==> config.mk <==
export PLATFORM = sky130hd
export DESIGN_NAME = scan_chain_driver
export DESIGN_NICKNAME = d
export VERILOG_FILES = /design/src/rtl/scan_drv_pkg.sv /design/src/rtl/scan_bit_counter.sv /design/src/rtl/scan_chain_driver.sv
export SDC_FILE = /design/constraint.sdc
export NUM_CORES = 1
export LEC_CHECK = 0
export ABC_AREA = 0
export BUFFER_PORTS_ARGS = -buffer_cell sky130_fd_sc_hd__buf_2
export CELL_PAD_IN_SITES_DETAIL_PLACEMENT = 1
export CELL_PAD_IN_SITES_GLOBAL_PLACEMENT = 2
export CORE_ASPECT_RATIO = 0.5
export CORE_MARGIN = 2
export CORE_UTILIZATION = 31
export DETAILED_ROUTE_END_ITERATION = 12
export GPL_TIMING_DRIVEN = 0
export PLACE_DENSITY = 0.77
export SETUP_SLACK_MARGIN = 0.2
export SLEW_MARGIN = 20
export SYNTH_ARGS = -nofsm -noshare
export SYNTH_HDL_FRONTEND = slang
export SYNTH_SLANG_ARGS = --single-unit
==> constraint.sdc <==
create_clock -name clk -period 2.2 [get_ports clk]
set_input_delay 0.44 -clock clk [delete_from_list [all_inputs] [get_ports clk]]
set_output_delay 0.44 -clock clk [all_outputs]
set_load 0.01 [all_outputs]
==> src/rtl/scan_drv_pkg.sv <==
// scan_drv_pkg
// Shared definitions for the scan chain driver: the controller state
// encoding and its enumerated type.
package scan_drv_pkg;

  // 2-bit state encodings
  localparam logic [1:0] ST_IDLE_ENC    = 2'd0;
  localparam logic [1:0] ST_SHIFT_ENC   = 2'd1;
  localparam logic [1:0] ST_CAPTURE_ENC = 2'd2;
  localparam logic [1:0] ST_UNLOAD_ENC  = 2'd3;

  typedef enum logic [1:0] {
    IDLE    = ST_IDLE_ENC,
    SHIFT   = ST_SHIFT_ENC,
    CAPTURE = ST_CAPTURE_ENC,
    UNLOAD  = ST_UNLOAD_ENC
  } state_t;

endpackage

==> src/rtl/scan_bit_counter.sv <==
// scan_bit_counter
// Counts scan shift cycles for one pass over the chain. Saturates at the
// terminal count rather than wrapping.
// Ports:
//   clk   - clock, rising edge
//   rst   - asynchronous active-high reset
//   clr   - synchronous clear to 0 (has priority over en)
//   en    - advance the count by one
//   count - current count
//   tc    - high while count == CHAIN_LEN-1 (last cycle of a pass)
module scan_bit_counter #(
  parameter int CHAIN_LEN = 8,
  localparam int CNT_W = $clog2(CHAIN_LEN + 1)
) (
  input  logic             clk,
  input  logic             rst,
  input  logic             clr,
  input  logic             en,
  output logic [CNT_W-1:0] count,
  output logic             tc
);

  assign tc = (count == CNT_W'(CHAIN_LEN - 1));

  always_ff @(posedge clk or posedge rst) begin
    if (rst) begin
      count <= '0;
    end else if (clr) begin
      count <= '0;
    end else if (en && !tc) begin
      count <= count + 1'b1;
    end
  end

endmodule

==> src/rtl/scan_chain_driver.sv <==
// scan_chain_driver
// Loads a parallel pattern into a mux-scan flop chain, pulses one
// functional capture cycle, then unloads the chain into a parallel
// response word.
// Ports:
//   clk      - clock, rising edge
//   rst      - asynchronous active-high reset
//   start    - request one operation (only honoured in IDLE)
//   pattern  - parallel pattern, sampled on the accepting edge
//   so       - serial output of the last chain flop
//   sc       - scan enable to the chain (1 = shift, 0 = capture)
//   sd       - serial data into the first chain flop
//   busy     - operation in progress
//   done     - one-cycle pulse, response valid
//   response - captured chain contents, held until the next done
module scan_chain_driver
  import scan_drv_pkg::*;
#(
  parameter int CHAIN_LEN = 8
) (
  input  logic                 clk,
  input  logic                 rst,
  input  logic                 start,
  input  logic [CHAIN_LEN-1:0] pattern,
  input  logic                 so,
  output logic                 sc,
  output logic                 sd,
  output logic                 busy,
  output logic                 done,
  output logic [CHAIN_LEN-1:0] response
);

  localparam int CNT_W = $clog2(CHAIN_LEN + 1);

  state_t               state_reg, state_next;
  logic [CHAIN_LEN-1:0] shift_reg, shift_next;
  logic [CHAIN_LEN-1:0] build_reg, build_next;
  logic [CHAIN_LEN-1:0] response_reg, response_next;
  logic                 sc_reg, sc_next;
  logic                 sd_reg, sd_next;
  logic                 busy_reg, busy_next;
  logic                 done_reg, done_next;
  logic                 cnt_clr, cnt_en, cnt_tc;
  logic [CNT_W-1:0]     cnt;
  logic [CHAIN_LEN-1:0] shift_in;

  scan_bit_counter #(
    .CHAIN_LEN(CHAIN_LEN)
  ) u_counter (
    .clk  (clk),
    .rst  (rst),
    .clr  (cnt_clr),
    .en   (cnt_en),
    .count(cnt),
    .tc   (cnt_tc)
  );

  // Response builder takes so in at the LSB; the first sample (last flop)
  // ends at the MSB. The cast drops the oldest bit and also covers N=1.
  assign shift_in = CHAIN_LEN'({build_reg, so});

  always_comb begin
    state_next    = state_reg;
    shift_next    = shift_reg;
    build_next    = build_reg;
    response_next = response_reg;
    sc_next       = 1'b0;
    sd_next       = 1'b0;
    busy_next     = busy_reg;
    done_next     = 1'b0;
    cnt_clr       = 1'b0;
    cnt_en        = 1'b0;
    case (state_reg)
      IDLE: begin
        busy_next = 1'b0;
        if (start) begin
          // The MSB goes out in the first shift cycle, so register it now
          // and keep the remaining bits for the following cycles.
          state_next = SHIFT;
          sc_next    = 1'b1;
          sd_next    = pattern[CHAIN_LEN-1];
          shift_next = pattern << 1;
          cnt_clr    = 1'b1;
          busy_next  = 1'b1;
        end
      end
      SHIFT: begin
        if (cnt_tc) begin
          state_next = CAPTURE;
        end else begin
          sc_next    = 1'b1;
          sd_next    = shift_reg[CHAIN_LEN-1];
          shift_next = shift_reg << 1;
          cnt_en     = 1'b1;
        end
      end
      CAPTURE: begin
        state_next = UNLOAD;
        sc_next    = 1'b1;
        cnt_clr    = 1'b1;
      end
      UNLOAD: begin
        build_next = shift_in;
        if (cnt_tc) begin
          state_next    = IDLE;
          response_next = shift_in;
          done_next     = 1'b1;
          busy_next     = 1'b0;
        end else begin
          sc_next = 1'b1;
          cnt_en  = 1'b1;
        end
      end
      default: begin
        state_next = IDLE;
        busy_next  = 1'b0;
      end
    endcase
  end

  always_ff @(posedge clk or posedge rst) begin
    if (rst) begin
      state_reg    <= IDLE;
      shift_reg    <= '0;
      build_reg    <= '0;
      response_reg <= '0;
      sc_reg       <= 1'b0;
      sd_reg       <= 1'b0;
      busy_reg     <= 1'b0;
      done_reg     <= 1'b0;
    end else begin
      state_reg    <= state_next;
      shift_reg    <= shift_next;
      build_reg    <= build_next;
      response_reg <= response_next;
      sc_reg       <= sc_next;
      sd_reg       <= sd_next;
      busy_reg     <= busy_next;
      done_reg     <= done_next;
    end
  end

  assign sc       = sc_reg;
  assign sd       = sd_reg;
  assign busy     = busy_reg;
  assign done     = done_reg;
  assign response = response_reg;

endmodule

; Word-level counts from Yosys, hierarchy flattened
; Cells that the tools add are included.
[totals]
input_bits = 12
output_inout_bits = 12
wordCells = 50
reg_bits = 33
[op_classes]
reduce_logical = 11
n_eq_ne = 8
addsub = 1
n_mux = 21
[ops]
columns = operator, n
row1 = $mux 8, 2
row2 = $pmux 8 s2, 1
row3 = $mux 1, 8
row4 = $mux 4, 2
row5 = $pmux 2 s4, 1
row6 = $mux 2, 3
row7 = $pmux 1 s2, 3
row8 = $reduce_and 3->1, 2
row9 = $reduce_bool 2->1, 3
row10 = $add 4x1->4 const B, 1
row11 = $eq 2x2->1 const B, 2
row12 = $eq 4x3->1 const B, 1
row13 = $ne 2x1->1 const B, 2
row14 = $ne 2x2->1 const B, 2
row15 = $reduce_and 2->1, 2
row16 = $pmux 1 s3, 1
row17 = $eq 2x1->1 const B, 1
row18 = $logic_not 2->1, 1
row19 = $reduce_or 2->1, 1
row20 = $logic_and 1x1->1, 1
row21 = $logic_not 1->1, 1

; Longest topological paths before layout
[logic_depth]
ltp_word = 6
ltp_mapped = 6
ltp_nobuf = 5

; Hierarchy
; A second synthesis with hierarchy kept.
[hier_totals]
hier_cells = 114
area_unflattened_um2 = 1501.4
[by_module_without_submodules]
columns = mod, area_each_um2, n_inst, cells_per_inst
row1 = scan_chain_driver, 1286.2, 1, 93
row2 = scan_bit_counter, 215.2, 1, 21

; Worst setup path before layout
; No wires, ideal clock.
[synth_path]
path_kind = register to register
from = reg state_reg[1]
to = reg shift_reg[2]
required_time_ps = 2075
path_buffers = 1
path_slack_ps = 610
period_less_slack_ps = 1590
arrival_time_ps = 1466
path_stages_with_launch = 6
path_cell_list = dfrtp_1 inv_1 ha_1 buf_2 mux2_2 mux2_2
[synth_between]
elab_chain_len = 3
elab_cells_between_ends = 7
[synth_rtl]
columns = item, line_no
row1 = start: declaration, scan_chain_driver.sv:35  ; state_t state_reg, state_next;
row2 = start signal: assignment, scan_chain_driver.sv:132  ; state_reg <= state_next;
row3 = $eq 2x1->1 or $logic_not 2->1 (tied branches), scan_chain_driver.sv:73  ; case (state_reg)
row4 = $ne 2x2->1 (no line) or $reduce_bool 2->1 (tied branches), --
row5 = $reduce_and 3->1 (no line), --
row6 = end signal: assignment, scan_chain_driver.sv:133  ; shift_reg <= shift_next;
row7 = end: declaration, scan_chain_driver.sv:36  ; logic [CHAIN_LEN-1:0] shift_reg, shift_next;
; Several ways; a longest one is shown, not always the timed one.
; A chain may end at the register's enable or synchronous reset.

; Worst setup path after layout
[layout_path]
from = reg state_reg[0]
to = reg shift_reg[7]
; Same word-level chain as after synthesis.

==> impl_metrics.py <==
metrics = {
    "routing": {
        "drt_wl_total_um": 2670,
        "vias": 922,
        "ant_nets": 0,
        "wire_per_inst_um": 13.02,
        "drtPass1Iterations": 2,
        "drtIter0Drc": 3,
        "vias_per_cell": 4.498,
        "drc": 0,
    },
    "critical_path": {
        "worstPathRequired_ns": 2.37,
        "startpoint_type": "register",
        "arrival_ns": 1.94,
        "cp_max_fo": 7,
        "setup.worst_path.end_class": "register",
        "rrSetupSlack_ns": 0.43,
        "crit_type": "register to register",
    },
    "power": {
        "ir_worst_vdd_mv": 0.5390,
        "power.density_mw_per_mm2": 1349,
        "leakage_uw": 0.0008315,
    },
    "final_layout": {
        "drive_above_1_share": 0.4892,
        "mostFrequentLayoutCell": "dfrtp_1",
        "largest_register_ffs": 8,
        "nNetsFinal": 156,
        "diodes": 0,
        "area_growth_pct": 20.91,
        "n_fill_cell": 492,
        "layout_common_cells": "dfrtp_1 (32), mux2_2 (28), buf_2 (25), ha_1 (6), clkbuf_8 (5)",
    },
    "cts": {
        "cts_sinks": 32,
        "cts-root-buf": "clkbuf_8",
        "clk_latency_ns": 0.29,
        "cts_hold_buf": 0,
        "cts_max_level": 2,
        "clk_path_buf_depth": 2,
        "cts_inserted_buffers": 5,
        "clk_pin_slew_ns": 0.07,
        "cts_tree": "yes",
        "cts_resized": 0,
        "cts_setup_buffers": 0,
    },
    "timing": {
        "fin_worst_skew_ns": 0.004469,
        "setup_violations": 0,
        "final.setup.tns_ns": 0,
        "rsz0062_at_grt": "false",
        "hold_ws_ns": 0.2538,
        "period_minus_slack_ns": 1.766,
        "drv_slew": 0,
        "fin_crit_sh": 0.8026,
        "worstMarginPinSlew_ns": 0.6871,
        "max_freq_ghz": 0.5664,
        "hold_viol": 0,
        "relSlewSlack": 0.5413,
    },
    "global_routing": {
        "grt-ovfl-total": 0,
        "grt_pass1_vias": 945,
        "antenna_found_initial": 0,
        "grt_usage": 0.1155,
        "grt_pass1_wl_um": 4581,
        "grt_max_degree": 33,
    },
    "yosys": {
        "synthesis.area_mm2": 0.001478,
        "ys_warn_count": 0,
        "synthDistinctLibCells": 27,
        "ys_seq_area_frac": 0.5419,
        "synth_cells": 108,
        "synth_seq_cells": 32,
        "syn_avg_cell_area_um2": 13.68,
        "synth_nets": 126,
    },
    "floorplanning": {
        "die_y_um": 52.82,
        "die_area_mm2": 0.005369,
        "ios": 24,
        "design.core.area_mm2": 0.004488,
        "die-width_um": 101.6,
        "num_rows": 17,
        "initial_core_util": 0.3292,
    },
    "placed_design": {
        "dpl.hpwl_um": 1834,
        "gp_congestion": 0.7166,
        "port_buffers": 23,
    },
    "job": {
        "drv_cap": 0,
    },
    "run_status": {
        "outcome": "finished clean",
    },
    "hold_path": {
        "hold_class": "input port to async pin",
    },
}
[kinds of logic after synthesis]
kind of cell | share of synthesized area
AO/OA/AOI/OAI | 0.07621
flip-flops | 0.5419
AND/OR/NAND/NOR | 0.06012
adder cells (fa/ha/maj) | 0.05080
multiplexers | 0.2439
buffers and inverters | 0.02710
[metal layers]
metal	GRT usage	vias to the layer above	wire length, um	share of wire
met5	0	-	0	0
met4	0.06081	0	49	0.018
met3	0.04000	5	95	0.036
met2	0.1809	14	1221	0.46
met1	0.1418	460	1304	0.49
li1	-	443	-	-
[synthesized netlist by cell type, drive strengths merged]
master  number  area [um^2]
a21boi       2        15.01
or4          1        7.510
mux2i        3        30.03
inv          5        18.77
mux2        29        330.3
dfrtp       32        800.8
ha           6        75.07
or3          1        6.260
a21oi        2        21.27
or3b         1        8.760
o21ai        4        20.02
o211ai       2        15.01
and3b        1        12.51
nor2         3        11.26
nand2        5        26.27
o22ai        2        18.77
a211oi       1        7.510
nor2b        1        6.260
buf          3        21.27
o31ai        1        7.510
a21o         1        7.510
nand3        2        10.01
[final cells by class]
class                      count  area [um^2]  area share
timing repair buffer          23        115.1     0.06443
buffer                         3        21.27     0.01190
inverter                       5        18.77     0.01050
multi-input combinational     68        636.9      0.3564
clock inverter                 3        42.54     0.02381
tap                           66        82.58     0.04622
sequential                    32        800.8      0.4482
clock buffer                   5        68.82     0.03852
[critical path: stages, from the launching register on]
cell     delay (ns)
dfrtp_1        0.43
inv_1          0.14
ha_1           0.29
mux2i_1        0.16
a21oi_4        0.25
mux2_2         0.38
[power breakdown]
group | switching [uW] | internal (uW)
clock | 233 | 335
sequential | 135 | 810
combinational | 414 | 483
[through the flow]
stage          power [uW]    util  area, um^2  setup WS, ns  instances
4_1_cts              2450  0.3981        1787        0.4100        205
2_1_floorplan        1646       -        1478        0.6096        108
6_report             2409  0.3981        1787        0.4343        205
3_3_place_gp         1828  0.3733        1675        0.4463        197
5_1_grt              2600  0.3981        1787        0.3061        205
3_5_place_dp         1869  0.3733        1675        0.4323        197
[worst paths after layout]
path,startpoint,to,cells past startpoint
worst max-delay path,state_reg[0]$_DFFE_PP0P_,shift_reg[7]$_DFFE_PP0P_,5
worst min-delay path,rst,sd$_DFF_PP0_,2
worst max register to register,state_reg[0]$_DFFE_PP0P_,shift_reg[7]$_DFFE_PP0P_,5
worst min register to register,response[1]$_DFFE_PP0P_,response[1]$_DFFE_PP0P_,1
max in group asynchronous,rst,response[0]$_DFFE_PP0P_,2
min in group clk,so,response[0]$_DFFE_PP0P_,2
Power figures use the tool's default switching activity.
